`src/rtl/clk_div_pkg.sv`:
```
// Shared types and helpers for the multi-channel clock/strobe divider.
// Fields are carried at DIV_W_MAX bits so that one helper serves any
// channel width up to 32 bits.
package clk_div_pkg;

  localparam int DIV_W_DEF = 24;
  localparam int DIV_W_MAX = 32;

  // One channel's period/high-time pair, zero-extended to DIV_W_MAX.
  typedef struct packed {
    logic [DIV_W_MAX-1:0] div;
    logic [DIV_W_MAX-1:0] hi;
  } chan_cfg_t;

  // Effective high time: 0 selects 50 % (the low phase takes the extra
  // cycle of an odd period). A high time of P or more is clamped to P-1,
  // so every running period keeps at least one low cycle.
  function automatic logic [DIV_W_MAX-1:0] eff_hi(
    input logic [DIV_W_MAX-1:0] div,
    input logic [DIV_W_MAX-1:0] hi
  );
    logic [DIV_W_MAX-1:0] res;
    if (hi == 32'd0) begin
      res = div >> 1;
    end else if (hi >= div) begin
      res = div - 32'd1;
    end else begin
      res = hi;
    end
    return res;
  endfunction

endpackage

```
`src/rtl/clk_div_chan.sv`:
```
// One divider channel: period counter, shadow configuration with a
// pending flag, and the registered clk/tick outputs. New settings take
// effect only where a period starts: on the wrap edge, on a sync edge,
// or on the next edge while the channel is idle. Because of this the
// output never produces a runt pulse.
module clk_div_chan
  import clk_div_pkg::*;
#(
  parameter int DIV_W   = DIV_W_DEF,
  parameter int RST_DIV = 0,
  parameter int RST_HI  = 0
) (
  input  logic             clk_in,
  input  logic             nrst,
  input  logic             en_i,
  input  logic             sync_i,
  input  logic             wr_i,
  input  logic [DIV_W-1:0] wr_div_i,
  input  logic [DIV_W-1:0] wr_hi_i,
  output logic             pend_o,
  output logic             clk_o,
  output logic             tick_o
);

  logic [DIV_W-1:0] cnt_q, cnt_d;
  logic [DIV_W-1:0] act_div_q, act_div_d;
  logic [DIV_W-1:0] act_hi_q, act_hi_d;
  logic [DIV_W-1:0] sh_div_q, sh_div_d;
  logic [DIV_W-1:0] sh_hi_q, sh_hi_d;
  logic             pend_q, pend_d;
  logic             run_q, run_d;
  logic             clk_q, clk_d;
  logic             tick_q, tick_d;

  logic             wrap_s;
  logic             apply_s;
  chan_cfg_t        nxt_cfg_s;
  logic [DIV_W_MAX-1:0] hi_eff_s;

  // Next-state logic. Outputs are computed from the next count and the
  // configuration in force for that count, so they line up with cnt_q.
  always_comb begin
    wrap_s  = run_q && (cnt_q == (act_div_q - DIV_W'(1)));
    // An idle channel (not running last cycle, or disabled now) picks up
    // its shadow on the next edge. A running one waits for the boundary.
    apply_s = pend_q && (wrap_s || sync_i || !run_q || !en_i);

    if (apply_s) begin
      act_div_d = sh_div_q;
      act_hi_d  = sh_hi_q;
    end else begin
      act_div_d = act_div_q;
      act_hi_d  = act_hi_q;
    end

    run_d = en_i && (act_div_d >= DIV_W'(2));

    if (!run_d) begin
      cnt_d = '0;
    end else if (!run_q || wrap_s || sync_i) begin
      cnt_d = '0;
    end else begin
      cnt_d = cnt_q + DIV_W'(1);
    end

    nxt_cfg_s.div = DIV_W_MAX'(act_div_d);
    nxt_cfg_s.hi  = DIV_W_MAX'(act_hi_d);
    hi_eff_s      = eff_hi(nxt_cfg_s.div, nxt_cfg_s.hi);

    clk_d  = run_d && (DIV_W_MAX'(cnt_d) < hi_eff_s);
    tick_d = run_d && (cnt_d == (act_div_d - DIV_W'(1)));

    // The top level only writes when pend_q is clear, so a write and an
    // apply cannot occur in the same cycle.
    if (wr_i) begin
      pend_d   = 1'b1;
      sh_div_d = wr_div_i;
      sh_hi_d  = wr_hi_i;
    end else if (apply_s) begin
      pend_d   = 1'b0;
      sh_div_d = sh_div_q;
      sh_hi_d  = sh_hi_q;
    end else begin
      pend_d   = pend_q;
      sh_div_d = sh_div_q;
      sh_hi_d  = sh_hi_q;
    end
  end

  // Channel state registers. Reset clears everything, including pending
  // writes.
  always_ff @(posedge clk_in or negedge nrst) begin
    if (!nrst) begin
      cnt_q     <= '0;
      act_div_q <= DIV_W'(RST_DIV);
      act_hi_q  <= DIV_W'(RST_HI);
      sh_div_q  <= '0;
      sh_hi_q   <= '0;
      pend_q    <= 1'b0;
      run_q     <= 1'b0;
      clk_q     <= 1'b0;
      tick_q    <= 1'b0;
    end else begin
      cnt_q     <= cnt_d;
      act_div_q <= act_div_d;
      act_hi_q  <= act_hi_d;
      sh_div_q  <= sh_div_d;
      sh_hi_q   <= sh_hi_d;
      pend_q    <= pend_d;
      run_q     <= run_d;
      clk_q     <= clk_d;
      tick_q    <= tick_d;
    end
  end

  assign pend_o = pend_q;
  assign clk_o  = clk_q;
  assign tick_o = tick_q;

endmodule

```
`src/rtl/clk_div_multi.sv`:
```
// Multi-channel programmable clock/strobe divider top level.
// It holds the config decode and the ready mux. Each channel is a
// clk_div_chan instance.
// Optional build macro: CLKDIV_SYNC_EN adds sync_in. One high cycle of
// sync_in restarts every running channel at count 0 on the next edge.
module clk_div_multi
  import clk_div_pkg::*;
#(
  parameter int NCH     = 4,
  parameter int DIV_W   = DIV_W_DEF,
  parameter int RST_DIV = 0,
  parameter int RST_HI  = 0,
  localparam int CH_W   = (NCH > 1) ? $clog2(NCH) : 1
) (
  input  logic             clk_in,
  input  logic             nrst,
  input  logic [NCH-1:0]   en,
`ifdef CLKDIV_SYNC_EN
  input  logic             sync_in,
`endif
  input  logic             cfg_valid,
  output logic             cfg_ready,
  input  logic [CH_W-1:0]  cfg_ch,
  input  logic [DIV_W-1:0] cfg_div,
  input  logic [DIV_W-1:0] cfg_hi,
  output logic [NCH-1:0]   clk_out,
  output logic [NCH-1:0]   tick
);

  // Every address cfg_ch can encode has a pending slot. Unpopulated slots
  // read as never pending, so out-of-range writes are accepted and then
  // discarded.
  localparam int NSLOT = 1 << CH_W;

  logic [NSLOT-1:0] pend_s;
  logic [NCH-1:0]   wr_s;
  logic             sync_s;

`ifdef CLKDIV_SYNC_EN
  assign sync_s = sync_in;
`else
  assign sync_s = 1'b0;
`endif

  assign cfg_ready = !pend_s[cfg_ch];

  // Route an accepted write to the addressed channel only.
  always_comb begin
    wr_s = '0;
    for (int i = 0; i < NCH; i++) begin
      if (cfg_valid && cfg_ready && (cfg_ch == CH_W'(i))) begin
        wr_s[i] = 1'b1;
      end else begin
        wr_s[i] = 1'b0;
      end
    end
  end

  generate
    if (NSLOT > NCH) begin : g_pad
      assign pend_s[NSLOT-1:NCH] = '0;
    end
  endgenerate

  for (genvar g = 0; g < NCH; g++) begin : g_ch
    clk_div_chan #(
      .DIV_W   (DIV_W),
      .RST_DIV (RST_DIV),
      .RST_HI  (RST_HI)
    ) u_chan (
      .clk_in   (clk_in),
      .nrst     (nrst),
      .en_i     (en[g]),
      .sync_i   (sync_s),
      .wr_i     (wr_s[g]),
      .wr_div_i (cfg_div),
      .wr_hi_i  (cfg_hi),
      .pend_o   (pend_s[g]),
      .clk_o    (clk_out[g]),
      .tick_o   (tick[g])
    );
  end

endmodule
```
`config.mk`:
```
export PLATFORM = sky130hd
export DESIGN_NAME = clk_div_multi
export DESIGN_NICKNAME = d
export VERILOG_FILES = /design/src/rtl/clk_div_pkg.sv /design/src/rtl/clk_div_chan.sv /design/src/rtl/clk_div_multi.sv
export SDC_FILE = /design/constraint.sdc
export NUM_CORES = 1
export LEC_CHECK = 0
export BUFFER_PORTS_ARGS = -buffer_cell sky130_fd_sc_hd__clkbuf_2
export CAP_MARGIN = 10
export CORE_MARGIN = 1.5
export CORE_UTILIZATION = 30
export DETAILED_ROUTE_END_ITERATION = 10
export GPL_ROUTABILITY_DRIVEN = 0
export GPL_TIMING_DRIVEN = 0
export MAX_ROUTING_LAYER = met4
export PLACE_DENSITY = 0.52
export SYNTH_ARGS = -nofsm -noshare
export SYNTH_HDL_FRONTEND = slang
export SYNTH_SLANG_ARGS = --single-unit
```
`constraint.sdc`:
```
create_clock -name clk_in -period 8.85 [get_ports clk_in]
set_input_delay 1.3275 -clock clk_in [delete_from_list [all_inputs] [get_ports clk_in]]
set_output_delay 1.3275 -clock clk_in [all_outputs]
set_load 0.01 [all_outputs]
```
# Yosys cells after proc, flatten, opt, wreduce, memory -nomap -nowiden
# Cells that the tools add are included.
# Widths: inputs -> output; s select.
# word_totals
regBits	496
latch_bits	0
mem_bits_rw	0
rom_bits	0
in_bits	57
out_inout_bits	9
word_cells	165
n_memories	0
# op_classes
addsub	16
mul	0
div_mod_pow	0
n_lt_le_gt_ge	13
n_eq_ne	11
shifts	0
mux	38
bitwise	0
reduce_logical	51
# ops
op	count
$mux 24	16
$mux 32	8
$eq 24x24->1	8
$sub 24x1->24 const B	8
$lt 24x32->1	4
$sub 24x1->25 const B	4
$add 24x1->24 const B	4
$ge 24x2->1 const B	4
$ge 24x24->1	4
$logic_not 24->1	4
$logic_and 1x1->1	25
$mux 1	13
$logic_not 1->1	9
$logic_or 1x1->1	8
$reduce_bool 2->1	4
$eq 2x2->1 const B	2
$lt 2x3->1 const B	1
$bmux 1 s2	1
$eq 2x1->1 const B	1
$logic_not 2->1	1

# Logic depth before layout (Yosys ltp)
# depth
word_depth	12
ltp_mapped	46
depth_no_buf	41

# Modules after synthesis
# Synthesis repeated with hierarchy kept, for this count alone.
# hier_totals
cells_unflattened	3750
hier_area_um2	35873.2
# modules_own_cells
mod	instances	cells_each	area_each_um2	seq_area_each_um2
clk_div_chan at g_ch[0].u_chan ...	2	937	9016.1	3103.0
clk_div_chan at g_ch[1].u_chan	1	949	8889.8	3103.0
clk_div_chan at g_ch[3].u_chan	1	919	8883.5	3103.0
clk_div_multi	1	8	67.6	0.0

# Worst setup path after synthesis
# No wires, ideal clock.
# synth_path
path_kind	register to register
startpoint	reg g_ch[0].u_chan.act_div_q[0]
endpoint	reg g_ch[0].u_chan.clk_q
setup_ps	95
arrival_ps	8277
required_time_ps	8755
slack_ps	478
stages_incl_launch_ff	44
path_buffers	8
period_less_slack_ps	8372
path_cell_list	dfrtp_1 > clkbuf_1 > inv_1 > ha_1 > or4b_1 > o21ai_1 > a21oi_1 > o31a_1 > or4_1 > o41a_1 > buf_6 > nand2b_4 > buf_6 > buf_6 > buf_6 > clkbuf_1 > buf_1 > mux2i_1 > [8 not listed] > nand2_1 > a221oi_1 > maj3_1 > nor2_1 > nor2_4 > buf_2 > mux2i_1 > o21ai_0 > ha_1 > a21o_1 > a21o_1 > a21oi_1 > o221ai_1 > or3_1 > a21o_1 > nor3b_1 > a31oi_1 > o31ai_1
# synth_between
elab_chain_cells	12
elab_cells_between_ends	19
classes_between	2 x add/sub; 3 x order compare; 1 x eq/ne; 6 x mux; 7 x reduce/logical
# synth_rtl
item	line	text
start: declaration	clk_div_chan.sv:26	logic [DIV_W-1:0] act_div_q, act_div_d;
start signal: assignment	clk_div_chan.sv:95	act_div_q <= DIV_W'(RST_DIV);
start signal: assignment	clk_div_chan.sv:105	act_div_q <= act_div_d;
$sub 24x1->24	clk_div_chan.sv:43	wrap_s = run_q && (cnt_q == (act_div_q - DIV_W'(1)));
$eq 24x24->1	clk_div_chan.sv:43	
$logic_and 1x1->1	clk_div_chan.sv:43	
$logic_or 1x1->1	clk_div_chan.sv:46, clk_div_chan.sv:60	
$logic_or 1x1->1	clk_div_chan.sv:46	apply_s = pend_q && (wrap_s || sync_i || !run_q || !en_i);
$logic_and 1x1->1	clk_div_chan.sv:46	
$mux 24	clk_div_chan.sv:48	if (apply_s) begin
$sub 24x1->25 (tied with other cells)	clk_div_pkg.sv:26	res = div - 32'd1;
$mux 32 or $logic_and 1x1->1 (tied branches)	clk_div_pkg.sv:25, clk_div_chan.sv:56	
$mux 32 or $mux 24 (tied branches)	clk_div_pkg.sv:23, clk_div_chan.sv:58	
$lt 24x32->1	clk_div_chan.sv:70	clk_d = run_d && (DIV_W_MAX'(cnt_d) < hi_eff_s);
$logic_and 1x1->1 *	clk_div_chan.sv:70	
via g_ch[0].u_chan.clk_d	clk_div_chan.sv:32	logic clk_q, clk_d;
end signal: assignment	clk_div_chan.sv:111	clk_q <= clk_d;
end: declaration	clk_div_chan.sv:32	
# Mark *: on every way through the listed nets, which the timed path passes. The rest lies on a longest branch.
# A chain may end at the register's enable or synchronous reset.

# Worst setup path after layout
# Same ends and word-level chain as after synthesis.

==> flow_summary_export.csv <==
group,metric,value,unit
route,drtIter0Drc,2915,
global_route,grt_start_max_net_pins,101,
worst_setup_path,crit_path_end_kind,"register",
global_route,first_global_vias,29756,
yosys,yosysSeqAreaShare,0.355,
floorplanning,rows,125,
placed_design,numPortBuffers,65,
cells_and_area,drive_gt1_frac,0.187,
power,powerDensity,302,mW/mm²
yosys,synth.avg_cell_area,9.19,µm²
cells_and_area,final_cells,5574,
cells_and_area,num-fill-cells,11826,
route,drcViolationCount,0,
floorplanning,die_y,344,µm
clock_network,cts_tree,"yes",
yosys,synthFlopType,"dfrtp_1",
route,routed_wl,132,mm
timing,finalHoldViolCount,0,
timing,slew_viol_final,0,
route,ant_nets,0,
worst_setup_path,cpLargestDelayFamily,"compound AO/OA/AOI/OAI gates",
clock_network,htree_levels,2,
worst_setup_path,cp_max_fo,10,
yosys,async_flop_share,1.00,
timing,slew_headroom,0.209,
power,max-vdd-ir-drop,0.000171,V
route,post_drt_wl_per_cell,23.6,µm
job,max-cap-violations,0,
timing,setup_violations,0,
clock_network,cts_inserted_buffers,60,
power,p_leak,17.8,nW
worst_setup_path,criticalPathCategory,"reg -> reg",
placed_design,post-place-ws,-2330,ps
cells_and_area,areaGrowthSynthToFinish,17.1,%
clock_network,cts.sinks,496,
floorplanning,core,0.116,mm²
clock_network,clkTransAtPathRegs,70,ps
timing,finalSetupTns,0,ps
floorplanning,chipWidth,344,µm
worst_setup_path,slowest_stage,"or4b_4",
placed_design,hpwl,103,mm
timing,tightest_slew,1180,ps
floorplanning,die_area,0.119,mm²
clock_network,clock_path_buffers,3,
route,first_pass_iters,5,
worst_setup_path,worst-path-buf-inv,9,
worst_setup_path,worst_ep_arrival_time,9180,ps
yosys,synth_cell_types,107,
route,vias,30826,
global_route,grt_pass1_wl,195,mm
min_path,min_path_type,"reg -> reg",
floorplanning,ios,66,
global_route,antenna_found_initial,20,
timing,fmax,116,MHz
timing,finalCritPeriodShare,0.978,
cells_and_area,final_cell_mix,"dfrtp_1 (490), nand2_1 (366), nor2_1 (292), mux2_2 (248), xnor2_1 (200)",
yosys,synth_nets,4061,
route,vias_per_cell,5.53,
yosys,synth_cells,3805,
cells_and_area,final_common_cell,"dfrtp_1",
clock_network,clock_latency,670,ps
worst_setup_path,start_kind,"register",
global_route,grt_util_all_layers,0.226,
worst_setup_path,cp.required,9370,ps
timing,clock_skew,32.7,ps
global_route,grt_overflow,0,
floorplanning,start_util,0.302,
yosys,ys.warnings.count,0,
placed_design,dp_cells,5399,
clock_network,cts_root_buf,"clkbuf_16",
yosys,synth_edf_count,0,
timing,fin_crit,8650,ps
yosys,yosys_register_bits,496,
worst_setup_path,cpMostUsedCell,"a21o_1",
cells_and_area,finish.net_count,4261,
timing,holdWs,508,ps
outcome,status,"completed",
yosys,synth_area,0.0350,mm²
timing,setup_ws,199,ps
worst_setup_path,cpPeakStageDelay,520,ps
## flip-flops by register name, summed over array words and instances (netlist names)
name                   cells
g_ch.u_chan.act_div_q     96
g_ch.u_chan.act_hi_q      96
g_ch.u_chan.clk_o          4
g_ch.u_chan.cnt_q         96
g_ch.u_chan.pend_o         4
g_ch.u_chan.run_q          4
g_ch.u_chan.sh_div_q      96
g_ch.u_chan.sh_hi_q       96
g_ch.u_chan.tick_o         4
## worst paths after layout
path / slack (ps) / from / endpoint / cells after the start
max: 200 / g_ch[0].u_chan.act_div_q[0]$_DFF_PN0_ / g_ch[0].u_chan.clk_o$_DFF_PN0_ / 43
min: 510 / g_ch[3].u_chan.sh_hi_q[17]$_DFFE_PN0P_ / g_ch[3].u_chan.sh_hi_q[17]$_DFFE_PN0P_ / 1
max reg2reg: 200 / g_ch[0].u_chan.act_div_q[0]$_DFF_PN0_ / g_ch[0].u_chan.clk_o$_DFF_PN0_ / 43
min reg2reg: 510 / g_ch[3].u_chan.sh_hi_q[17]$_DFFE_PN0P_ / g_ch[3].u_chan.sh_hi_q[17]$_DFFE_PN0P_ / 1
max in group asynchronous: 6340 / nrst / g_ch[3].u_chan.act_div_q[2]$_DFF_PN0_ / 4
min in group asynchronous: 630 / nrst / g_ch[0].u_chan.cnt_q[22]$_DFF_PN0_ / 1
## layout make-up
| type | instances | area (µm²) | share of cell area |
|---|---|---|---|
| clock buffer | 79 | 1720 | 0.0421 |
| clock inverter | 27 | 394 | 0.00962 |
| sequential | 496 | 12400 | 0.303 |
| buffer | 171 | 1020 | 0.0248 |
| inverter | 174 | 653 | 0.0159 |
| multi-input combinational | 2944 | 21700 | 0.529 |
| timing repair buffer | 158 | 1170 | 0.0286 |
| tap | 1524 | 1910 | 0.0465 |
| antenna | 1 | 2.50 | 0.0000611 |
## logic make-up (layout without fill, tap and decap cells)
| logic type | Yosys count | after routing | synth area share |
|---|---|---|---|
| flip-flops | 496 | 496 | 0.355 |
| buffers and inverters | 365 | 609 | 0.0446 |
| AO/OA/AOI/OAI | 630 | 630 | 0.118 |
| AND/OR/NAND/NOR | 1355 | 1355 | 0.196 |
| adder cells (fa/ha/maj) | 203 | 203 | 0.0723 |
| other | 0 | 1 | 0 |
| XOR/XNOR | 356 | 356 | 0.0894 |
| multiplexers | 400 | 400 | 0.125 |
## through the flow
stage / utilization / power [mW] / area (µm²)
finish: 0.354 / 12.4 / 41000
global route: 0.354 / 13.1 / 41000
CTS: 0.347 / 12.0 / 40200
detailed placement: 0.322 / 8.97 / 37400
global placement: 0.321 / 8.93 / 37200
floorplan: - / 7.12 / 35000
## metal layers
layer  wire (µm)  up-vias  GRT usage
met2       57500     1242      0.338
met1       60900    15260      0.313
met3        8950      252     0.0322
met5           0        -          -
met4        4480        0     0.0694
li1            -    14072          -
## Yosys cell counts (88+ instances only)
library cell / instances / area (µm²)
a21oi_1: 165 / 826
nand3_1: 105 / 526
xnor2_1: 200 / 1750
clkbuf_1: 109 / 409
nor3_1: 112 / 561
nor4_1: 88 / 551
mux2i_1: 140 / 1400
ha_1: 199 / 2490
dfrtp_1: 496 / 12400
mux2_2: 249 / 2800
inv_1: 171 / 642
nand2_1: 370 / 1390
o21ai_0: 153 / 766
nor2_1: 298 / 1120
xor2_1: 155 / 1360
## report_power, final
| group | internal, mW | leakage, nW | total [mW] | switching (mW) |
|---|---|---|---|---|
| clock network | 1.62 | 1.04 | 2.70 | 1.08 |
| registers | 2.81 | 6.16 | 3.48 | 0.671 |
| logic | 2.50 | 10.6 | 6.17 | 3.67 |
| total | 6.94 | 17.8 | 12.4 | 5.42 |
## timing repair
action                     CTS  global route
hold buffers                 0             0
pin swaps                   26            46
setup endpoints to repair    4             4
setup buffers               25            62
resized for setup          150           107
cloned                       0             1
No activity file was read; power rests on OpenSTA's default activity.
